File: config.mk
export PLATFORM = sky130hd
export DESIGN_NAME = alu_share_arbiter
export DESIGN_NICKNAME = d
export VERILOG_FILES = /design/src/rtl/alu_pkg.sv /design/src/rtl/alu_share_arbiter_rr_arb2.sv /design/src/rtl/alu_share_arbiter.sv
export SDC_FILE = /design/constraint.sdc
export NUM_CORES = 1
export LEC_CHECK = 0
export ABC_AREA = 0
export BUFFER_PORTS_ARGS = -buffer_cell sky130_fd_sc_hd__buf_2
export CAP_MARGIN = 15
export CORE_MARGIN = 3
export CORE_UTILIZATION = 30
export DETAILED_ROUTE_END_ITERATION = 7
export GPL_TIMING_DRIVEN = 0
export PLACE_DENSITY = 0.66
export SYNTH_ARGS = -nofsm -noshare
export SYNTH_HDL_FRONTEND = slang
export SYNTH_HIERARCHICAL = 1
export SYNTH_SLANG_ARGS = --single-unit
File: constraint.sdc
create_clock -name clk -period 1.6 [get_ports clk]
set_input_delay 0.08 -clock clk [delete_from_list [all_inputs] [get_ports clk]]
set_output_delay 0.08 -clock clk [all_outputs]
set_load 0.05 [all_outputs]
File: src/rtl/alu_pkg.sv
// Shared definitions for the ALU sharing arbiter: FSM state encoding and the
// funct-style op codes the ALU understands.
package alu_pkg;

  typedef enum logic [1:0] {
    ST_IDLE = 2'd0,
    ST_EXEC = 2'd1,
    ST_RESP = 2'd2
  } state_t;

  localparam logic [5:0] OP_ADD = 6'b100000;
  localparam logic [5:0] OP_SUB = 6'b100010;
  localparam logic [5:0] OP_OR  = 6'b100101;

endpackage

File: src/rtl/alu_share_arbiter_rr_arb2.sv
// Two-way round-robin grant: a lone requester always wins, and a tie goes to
// the requester that did not win last time.
module rr_arb2 (
  input  logic [1:0] req,
  input  logic       last_grant,
  output logic [1:0] gnt
);

  always_comb begin
    // NOTE: default first so every path assigns gnt and no latch is inferred.
    gnt = 2'b00;
    if (req[0] && (!req[1] || last_grant)) gnt = 2'b01;
    else if (req[1])                       gnt = 2'b10;
  end

endmodule

File: src/rtl/alu_share_arbiter.sv
// Shares one combinational ALU between two valid/ready requesters with
// round-robin arbitration. Define ALU_SHARE_OPCHECK_EN to add the resp_err port.
module alu_share_arbiter
  import alu_pkg::*;
#(
  parameter int DATA_W      = 32,
  parameter int OP_W        = 6,
  parameter int EXEC_CYCLES = 1
) (
  input  logic                clk,
  input  logic                rst_n,
  input  logic [1:0]          req_valid,
  output logic [1:0]          req_ready,
  input  logic [2*DATA_W-1:0] req_d1,
  input  logic [2*DATA_W-1:0] req_d2,
  input  logic [2*OP_W-1:0]   req_op,
  output logic [1:0]          resp_valid,
  input  logic [1:0]          resp_ready,
  output logic [DATA_W-1:0]   resp_data,
  output logic                resp_zero,
`ifdef ALU_SHARE_OPCHECK_EN
  output logic                resp_err,
`endif
  output logic [DATA_W-1:0]   alu_d1,
  output logic [DATA_W-1:0]   alu_d2,
  output logic [OP_W-1:0]     alu_op,
  input  logic [DATA_W-1:0]   alu_out,
  input  logic                alu_zero,
  output logic                busy
);

  localparam logic [3:0] CNT_INIT = 4'(EXEC_CYCLES - 1);

  state_t              state;
  logic                last_grant;
  logic                grant_id;
  logic [3:0]          cnt;
  logic [DATA_W-1:0]   d1_q;
  logic [DATA_W-1:0]   d2_q;
  logic [OP_W-1:0]     op_q;
  logic [1:0]          gnt;

  rr_arb2 u_arb (
    .req        (req_valid),
    .last_grant (last_grant),
    .gnt        (gnt)
  );

  // Requesters only see ready while idle; the arbiter output is one-hot.
  assign req_ready = (state == ST_IDLE) ? gnt : 2'b00;

  // The ALU only ever sees captured operands, never the live request buses.
  assign alu_d1 = d1_q;
  assign alu_d2 = d2_q;
  assign alu_op = op_q;

  // NOTE: sequential state uses non-blocking assignments, and every register
  // clears on the async reset so an in-flight result is dropped immediately.
  always_ff @(posedge clk or negedge rst_n) begin
    if (!rst_n) begin
      state      <= ST_IDLE;
      last_grant <= 1'b1;
      grant_id   <= 1'b0;
      cnt        <= '0;
      d1_q       <= '0;
      d2_q       <= '0;
      op_q       <= '0;
      resp_data  <= '0;
      resp_zero  <= 1'b0;
      resp_valid <= 2'b00;
      busy       <= 1'b0;
`ifdef ALU_SHARE_OPCHECK_EN
      resp_err   <= 1'b0;
`endif
    end else begin
      unique case (state)
        ST_IDLE: begin
          if (gnt != 2'b00) begin
            d1_q     <= gnt[1] ? req_d1[DATA_W +: DATA_W] : req_d1[0 +: DATA_W];
            d2_q     <= gnt[1] ? req_d2[DATA_W +: DATA_W] : req_d2[0 +: DATA_W];
            op_q     <= gnt[1] ? req_op[OP_W +: OP_W]     : req_op[0 +: OP_W];
            grant_id <= gnt[1];
            cnt      <= CNT_INIT;
            busy     <= 1'b1;
            state    <= ST_EXEC;
          end
        end
        ST_EXEC: begin
          if (cnt != 4'd0) begin
            cnt <= cnt - 4'd1;
          end else begin
            resp_data  <= alu_out;
            resp_zero  <= alu_zero;
            resp_valid <= grant_id ? 2'b10 : 2'b01;
`ifdef ALU_SHARE_OPCHECK_EN
            resp_err   <= !((op_q == OP_W'(OP_ADD)) || (op_q == OP_W'(OP_SUB)) ||
                            (op_q == OP_W'(OP_OR)));
`endif
            state      <= ST_RESP;
          end
        end
        ST_RESP: begin
          if (resp_ready[grant_id]) begin
            last_grant <= grant_id;
            resp_valid <= 2'b00;
            busy       <= 1'b0;
            state      <= ST_IDLE;
          end
        end
        default: state <= ST_IDLE;
      endcase
    end
  end

endmodule

# ---- Word level (Yosys, flattened, before mapping)
# Cells that the tools add are included.
dict set report totals {
  ff_bits 114
  out_inout_bits 108
  word_cells 57
}
dict set report op_classes {
  n_addsub 1
  n_lt_le_gt_ge 1
  n_eq_ne 6
  muxes 21
  bitwise 1
  reduce_logical 16
}
# op n
set ops {}
lappend ops {{32-bit 2-to-1 mux} 2}
lappend ops {{2-bit 2-to-1 mux} 8}
lappend ops {{3-bit AND reduction} 4}
lappend ops {{4-bit 2-to-1 mux} 2}
lappend ops {{4-bit one-hot mux with 2 select lines} 1}
lappend ops {{2-bit nonzero test} 4}
lappend ops {{6-bit 2-to-1 mux} 1}
lappend ops {{2-bit inequality test, second input constant} 3}
lappend ops {{2-bit one-hot mux with 3 select lines} 1}
lappend ops {{2-bit AND reduction} 3}
lappend ops {{1-bit 2-to-1 mux} 4}
lappend ops {{2-bit one-hot mux with 2 select lines} 1}
lappend ops {{4-bit nonzero test} 1}
lappend ops {{4-bit by 1-bit subtractor with 4-bit output, second input constant} 1}
lappend ops {{2-bit by 1-bit equality test with 1-bit output, second input constant} 1}
lappend ops {{2-bit equality test, second input constant} 1}
lappend ops {{2-bit zero test} 1}
lappend ops {{1-bit by 2-bit less-than comparator with 1-bit output, second input constant} 1}
lappend ops {{2-bit by 1-bit inequality test with 1-bit output, second input constant} 1}
lappend ops {{1-bit one-hot mux with 2 select lines} 1}
lappend ops {{1-bit logical AND} 1}
lappend ops {{1-bit zero test} 1}
lappend ops {{1-bit logical OR} 1}
lappend ops {{1-bit NOT} 1}

# ---- Depth between registers and ports, before layout
# Gate-level depths: netlist (run 1).
dict set report logic_depth {
  depth_word 7
  mapped_depth 6
  depth_no_buf 5
}

# ---- Hierarchy
# Netlist (run 1), hierarchy kept.
# mod n_inst cells_each area_each_um2
set by_module_without_submodules {}
lappend by_module_without_submodules {alu_share_arbiter 1 353 5393.9}
lappend by_module_without_submodules {rr_arb2 1 3 18.8}

# ---- Worst setup path after synthesis (run 1)
# OpenSTA, ideal clock, no wires.
dict set report synth_path {
  path_type {register -> register}
  startpoint {reg last_grant}
  endpoint {reg d1_q[21], in the netlist alu_d1[21]}
  setup_time_ps 127
  arrival_ps 1645
  required_time_ps 1473
  slack_ps -172
  path_stages_with_launch 6
  path_buffers 2
  cell_sequence {dfstp_2 > a21boi_0 > buf_2 > buf_1 > mux2_2 > mux2_1}
}
dict set report synth_between {
  elab_chain_cells 5
  elab_cells_between_ends 6
  cone_classes {mux (2); reduce/logical (4)}
}
# item line
set synth_lines {}
lappend synth_lines {{from (decl)} alu_share_arbiter.sv:35} ;# logic last_grant;
lappend synth_lines {{from (signal assigned)} alu_share_arbiter.sv:104} ;# last_grant <= grant_id;
lappend synth_lines {{1-bit logical OR (*)} alu_share_arbiter_rr_arb2.sv:12} ;# if (req[0] && (!req[1] || last_grant)) gnt = 2'b01;
lappend synth_lines {{1-bit logical AND (*)} alu_share_arbiter_rr_arb2.sv:12}
lappend synth_lines {{2-bit 2-to-1 mux (*)} alu_share_arbiter_rr_arb2.sv:12}
lappend synth_lines {{via gnt[1]} alu_share_arbiter.sv:41} ;# logic [1:0] gnt;
lappend synth_lines {{2-bit nonzero test} alu_share_arbiter.sv:78} ;# if (gnt != 2'b00) begin
lappend synth_lines {{2-bit AND reduction (no source line)} --}
lappend synth_lines {{to (signal assigned)} alu_share_arbiter.sv:79} ;# d1_q <= gnt[1] ? req_d1[DATA_W +: DATA_W] : req_d1[0 +: DATA_W];
lappend synth_lines {{to (decl)} alu_share_arbiter.sv:38} ;# logic [DATA_W-1:0] d1_q;
# Mark *: on every way through the listed nets, which the timed path passes. The rest lies on a longest branch.
# A chain may end at the register's enable or synchronous reset.

# ---- Worst setup path after layout (run 1)
dict set report layout_path {
  startpoint {reg last_grant}
  endpoint {reg d1_q[22], in the netlist alu_d1[22]}
}
# The elaborated chain is that of the path after synthesis.

==> out/results.ini, run 1 <==
[setup_path]
reg2reg_slack_ns = -0.16
slowest_stage = dfstp_2
worstPathRequired_ns = 1.88
r2r_cells = 6
critical_path_class = reg -> reg
endpoint_kind = flip-flop
crit_buf_inv = 3
cp-start-kind = flip-flop
worstPathCellList = a21boi_4 -> buf_6 -> o21a_4 -> buf_12 -> clkbuf_16 -> mux2_4
r2r_end = alu_d1[22]$_DFFE_PN0P_
worst_path_dominant_cell_family = flip-flops
critPathMaxStageDelay_ns = 0.57
worst-path-max-fanout = 6
r2r-start = last_grant$_DFFE_PN1P_
critPathArrivalTime_ns = 2.04

[synth]
synth-seq-cells = 114
yosys_warnings = 6
syn_nets = 537
ys_seq_area_share_pct = 52.7
syn-instance-count = 356
synth-async-reset-ratio_pct = 100
syn_avg_cell_area_um2 = 15.2
synth_ff_type = dfrtp_1
synth_cell_types = 37
syn-cell-area_mm2 = 0.00541
synth-edff-count = 0

[power]
switchingPower_mw = 9.64
p_leak_nw = 4.27
switching_share_pct = 45.7
powerDensity_mw_per_mm2 = 2420
combPwrFrac_pct = 58.7
p_int_mw = 11.5
power_frac_seq_pct = 24.3
vdd_drop_max_v = 0.00126
clockPowerShare_pct = 17.1

[timing]
worst_slew_pin_slew_ns = 0.522
max_slew_margin_pct = 65.2
final-hold-violation-count = 0
hold_slack_ns = 0.0285
rsz0062_at_grt = true
post-route-period-util_pct = 110
fmax_mhz = 569
drv_slew = 0
setup_violations = 73
finalSetupTns_ns = -9.75
worst_slack_ns = -0.158
finClkSkew_ns = 0.00897
finalCriticalPeriod_ns = 1.76

[cells_and_area]
drive_gt1_share_pct = 74.7
final_common_cell = buf_2
syn_to_final_growth_pct = 61.0
fill_cells = 1481
n_antenna_cell = 0
layout.nets = 906
layout_common_cells = buf_2 (283), mux2_2 (134), dfrtp_1 (113), mux2_4 (39), dlygate4sd3_1 (35)

[clock_network]
clock-sinks = 114
cts_tree = done
htree_levels = 4
path_clk_slew_ns = 0.06
cts_root_buf = clkbuf_16
numCtsBuffers = 17
insertion_delay_ns = 0.41
cts_max_path_buffers = 2

[placement]
dp_slack_ns = -0.252
dp_hpwl_mm = 10.6
io_buffer_count = 286
gp_congestion = 0.746

[min_path]
hold_path_end = alu_d1[13]$_DFFE_PN0P_
hold_start = req_d1[13]
hold_class = in -> reg
hold_path_depth = 3

[drt]
drt-pass1-iter-count = 4
drc = 0
vias = 4212
detail-route-antenna-nets = 0
vias_per_cell = 4.37
wl_per_cell_um = 16.0
wirelength_mm = 15.4
drt_iter0_markers = 93

[floorplanning]
placementRows = 48
die_h_um = 140
start_util_pct = 31.0
dieArea_mm2 = 0.0197
fp.coreArea_mm2 = 0.0175
die_w_um = 140
io_pins = 287

[global_route]
grt_pass1_vias = 4470
grt_pass1_wl_mm = 22.8
antenna_found_initial = 0
met2_usage_pct = 26.4
grt_use_met1_pct = 16.4
grt_overflow = 0
met3_usage_pct = 4.37
track_usage_pct = 14.7
grt-busiest-layer = met2
grt_max_degree = 63

[status]
status = finished, violations left
violations = negative setup slack

[flow_run]
maxCapViolations = 0

==> worst max path at each step <==
stage	cells past startpoint	start	endpoint	slack [ns]
after floorplan	6	last_grant$_DFFE_PN1P_	alu_d1[21]$_DFFE_PN0P_	0.009
after global placement	1	rst_n	alu_d1[21]$_DFFE_PN0P_	-1.00
after global routing	6	last_grant$_DFFE_PN1P_	alu_d2[19]$_DFFE_PN0P_	-0.23
final	6	last_grant$_DFFE_PN1P_	alu_d1[22]$_DFFE_PN0P_	-0.16
after CTS	5	last_grant$_DFFE_PN1P_	alu_d2[6]$_DFFE_PN0P_	-0.17
after detailed placement	5	last_grant$_DFFE_PN1P_	alu_d2[25]$_DFFE_PN0P_	-0.25
==> sequential cells by signal, summed over array words and instances, names as in the netlist <==
| signal | count |
|---|---|
| alu_op | 6 |
| grant_id | 1 |
| cnt | 4 |
| last_grant | 1 |
| resp_zero | 1 |
| state | 2 |
| resp_valid | 2 |
| alu_d2 | 32 |
| alu_d1 | 32 |
| resp_data | 32 |
| busy | 1 |
==> worst reg2reg max path: cells and delay by family (launching register included) <==
family / cells / cell delay (ns)
compound gates: 2 / 0.31
buf+inv: 3 / 0.46
flops: 1 / 0.57
mux: 1 / 0.29
==> power groups by stage <==
stage          clock network [mW]  logic, mW  registers, mW
6_report                     3.60       12.4           5.12
3_5_place_dp                    0       11.0           5.13
4_1_cts                      3.73       11.5           5.12
2_1_floorplan                   0       3.57           10.0
3_3_place_gp                    0       11.0           5.08
5_1_grt                      3.86       12.9           5.34
==> synth_stat cells (all sizes together), types with 2 or more instances <==
cell type  count  area (µm²)
mux2         173        2050
dfrtp        113        2830
buf           15         144
inv            7        26.3
clkbuf         6        22.5
nand2b         4        25.0
a21boi         3        22.5
a32o           3        30.0
nor2           3        11.3
o21ai          3        15.0
a211o          2        17.5
and2           2        12.5
ha             2        25.0
mux2i          2        20.0
nor2b          2        12.5
==> area by class of cell <==
| class | count | area, µm² | share of cell area [%] |
|---|---|---|---|
| clock inverter | 10 | 111 | 1.28 |
| sequential | 114 | 2850 | 32.7 |
| timing repair buffer | 349 | 2180 | 25.0 |
| clock buffer | 22 | 454 | 5.21 |
| inverter | 7 | 26.3 | 0.301 |
| tap | 225 | 282 | 3.23 |
| buffer | 21 | 323 | 3.70 |
| multi-input combinational | 215 | 2480 | 28.5 |
==> logic make-up (layout without fill, tap and decap cells) <==
| group | after synthesis | count (layout) | synth area share, % |
|---|---|---|---|
| AO/OA/AOI/OAI | 21 | 21 | 2.98 |
| AND/OR/NAND/NOR | 16 | 17 | 2.03 |
| adder cells (fa/ha/maj) | 2 | 2 | 0.462 |
| buffers and inverters | 28 | 409 | 3.56 |
| flip-flops | 114 | 114 | 52.7 |
| multiplexers | 175 | 175 | 38.2 |
==> through the flow <==
step           utilization, %  power (mW)  cell area [µm²]  cells
2_1_floorplan               -        13.6             5440    356
3_3_place_gp             40.9        16.0             7150    867
3_5_place_dp             41.1        16.2             7180    868
4_1_cts                  47.4        20.4             8280    941
5_1_grt                  49.9        22.1             8720    963
6_report                 49.9        21.1             8720    963
==> metal layers <==
layer  up-vias  wire, µm  part of all wire [%]
met5         -         0                     0
met4         0       181                   1.2
met3        17      1000                   6.5
met2       165      8170                    53
met1      2006      6060                    39
li1       2024         -                     -
==> repair_timing <==
action,4_1_cts,5_1_grt
hold buffers,35,0
setup buffers,5,14
gates cloned,1,8
resized for setup,38,32
hold endpoints to repair,86,0
setup endpoints to repair,103,104
pin swaps,1,4
Note: power is estimated with default switching activity, not from simulation.
==> run 2, diff against run 1 <==
- GPL_ROUTABILITY_DRIVEN: unset -> 0
- PLACE_DENSITY: 0.66 -> 0.64
- clock period: 1.6 -> 2 ns (I/O delays scaled with it)
==> out/results.ini, run 2 (same netlist as run 1, synthesis figures left out) <==
[status]
status = finished, final reports clean

[setup_path]
critical_path_class = reg -> reg
r2r-start = last_grant$_DFFE_PN1P_
r2r_end = alu_d2[27]$_DFFE_PN0P_
worstPathRequired_ns = 2.29  ; +0.41 ns
reg2reg_slack_ns = 0.14  ; +0.30 ns
critPathArrivalTime_ns = 2.15  ; +0.11 ns
r2r_cells = 5  ; -1
endpoint_kind = flip-flop
critPathMostFrequentCell = mux2_2
slowest_stage = mux2_2
cp_num_cells = 5  ; -1
crit_buf_inv = 2  ; -1
cp-start-kind = flip-flop
worstPathCellList = a21boi_0 -> buf_4 -> clkbuf_4 -> mux2_2 -> mux2_2
startpoint = last_grant$_DFFE_PN1P_
worst_path_dominant_cell_family = multiplexers
critPathMaxStageDelay_ns = 0.39  ; -0.18 ns
cp-endpoint = alu_d2[27]$_DFFE_PN0P_
worst-path-max-fanout = 10  ; +4

[floorplanning]
start_util_pct = 31.0  ; unchanged
io_pins = 287  ; unchanged
placementRows = 48  ; unchanged
fp.coreArea_mm2 = 0.0175  ; unchanged
die_h_um = 140  ; unchanged
dieArea_mm2 = 0.0197  ; unchanged
die_w_um = 140  ; unchanged

[cells_and_area]
layout_common_cells = buf_2 (284), mux2_2 (137), dfrtp_1 (113), dlygate4sd3_1 (34), mux2_4 (27)
drive_gt1_share_pct = 71.2  ; -3.4 points
syn_to_final_growth_pct = 49.5
finish.utilization_pct = 46.3  ; -3.6 points
n_antenna_cell = 0  ; unchanged
fill_cells = 1613  ; +8.9%
regArea_mm2 = 0.00285  ; unchanged
final_cells = 934  ; -3.0%
final_common_cell = buf_2
multi_input_area_mm2 = 0.00237  ; -4.6%
layout.nets = 877  ; -3.2%
final_area_mm2 = 0.00809  ; -7.1%

[drt]
wirelength_mm = 14.8  ; -4.1%
drt_iter0_markers = 112  ; +20%
detail-route-antenna-nets = 0  ; unchanged
drt-pass1-iter-count = 4  ; unchanged
vias_per_cell = 4.47  ; +2.2%
dr_wl_met2_mm = 7.83  ; -4.1%
highest_layer = met4
wl_per_cell_um = 15.8  ; -1.1%
vias = 4176  ; -0.85%
met1_length_mm = 5.54  ; -8.5%
drc = 0  ; unchanged
met3_length_mm = 1.14  ; +14%

[power]
p_leak_nw = 3.98  ; -6.8%
vdd_drop_max_v = 0.00128  ; +2.1%
powerDensity_mw_per_mm2 = 1960  ; -19%
total_power_mw = 15.8  ; -25%

[clock_network]
cts_root_buf = clkbuf_16
insertion_delay_ns = 0.41  ; about the same
cts_tree = done
clock-sinks = 114  ; unchanged
htree_levels = 4  ; unchanged
path_clk_slew_ns = 0.05  ; about the same
numCtsBuffers = 17  ; unchanged
cts_max_path_buffers = 2  ; unchanged

[global_route]
antenna_found_initial = 0  ; unchanged
grt_pass1_wl_mm = 23.5  ; +3.2%
grt_max_degree = 65  ; +3.2%
track_usage_pct = 14.9  ; +0.21 points
grt_pass1_vias = 4727  ; +5.7%
grt_overflow = 0  ; unchanged

[timing]
fmax_mhz = 539  ; -5.3%
finalCriticalPeriod_ns = 1.86  ; +0.0979 ns
post-route-period-util_pct = 92.8  ; -17 points
max_slew_margin_pct = 55.7  ; -9.5 points
worst_slew_pin_slew_ns = 0.664  ; +0.143 ns
hold_slack_ns = 0.0399  ; +0.0113 ns
finClkSkew_ns = 0.00591  ; -0.00306 ns
setup_violations = 0  ; -100%
drv_slew = 0  ; unchanged
rsz0062_at_grt = false
final-hold-violation-count = 0  ; unchanged

[placement]
dp_hpwl_mm = 11.0  ; +3.1%
placedCellCount = 868  ; unchanged
io_buffer_count = 286  ; unchanged
place_area_mm2 = 0.00716  ; -0.38%

[min_path]
hold_class = in -> reg
hold_path_depth = 3  ; unchanged

[flow_run]
maxCapViolations = 0  ; unchanged

[run 2: worst min path at each step]
stage                              from                   endpoint
after floorplan                   rst_n      alu_d1[0]$_DFFE_PN0P_
after global placement      alu_out[18]  resp_data[18]$_DFFE_PN0P_
after detailed placement          rst_n  resp_data[26]$_DFFE_PN0P_
after CTS                 resp_ready[1]     last_grant$_DFFE_PN1P_
after global routing         req_d2[44]     alu_d2[12]$_DFFE_PN0P_
final                     resp_ready[1]     last_grant$_DFFE_PN1P_
[run 2: final cells by class]
| cell class | instances | area share [%] |
|---|---|---|
| multi-input combinational | 214 | 29.3 |
| buffer | 21 | 2.30 |
| timing repair buffer | 321 | 22.3 |
| clock buffer | 22 | 5.74 |
| sequential | 114 | 35.3 |
| inverter | 7 | 0.325 |
| tap | 225 | 3.48 |
| clock inverter | 10 | 1.34 |
[run 2: stage by stage]
stage,worst slack (ns),setup TNS [ns]
6_report,0.144,0
5_1_grt,0.0247,0
4_1_cts,0.00927,0
3_5_place_dp,-0.370,-8.32
3_3_place_gp,-0.461,-54.71
2_1_floorplan,0.228,0
[run 2: worst min-delay path, delay by kind of cell]
kind	cells	cell delay, ns
compound gates	1	0.09
buf+inv	1	0.12
simple gates	1	0.10
[run 2: timing repair]
| item | 4_1_cts | 5_1_grt |
|---|---|---|
| setup buffers | 0 | 0 |
| resized for setup | 10 | 4 |
| endpoints found under the hold margin | 83 | 0 |
| hold buffers | 34 | 0 |
| endpoints found under the setup margin | 70 | 28 |
[run 2: per-layer routing]
layer,global-route usage [%],up-vias
met5,0,-
met4,5.00,0
met3,5.43,22
met2,27.0,181
met1,15.8,2007
li1,-,1966
[run 2: report_power, final]
| group | switching, mW | leakage, nW | internal, mW |
|---|---|---|---|
| Clock | 1.02 | 0.280 | 1.89 |
| Sequential | 0.649 | 1.34 | 3.52 |
| Combinational | 5.81 | 2.37 | 2.95 |
| Total | 7.48 | 3.98 | 8.36 |
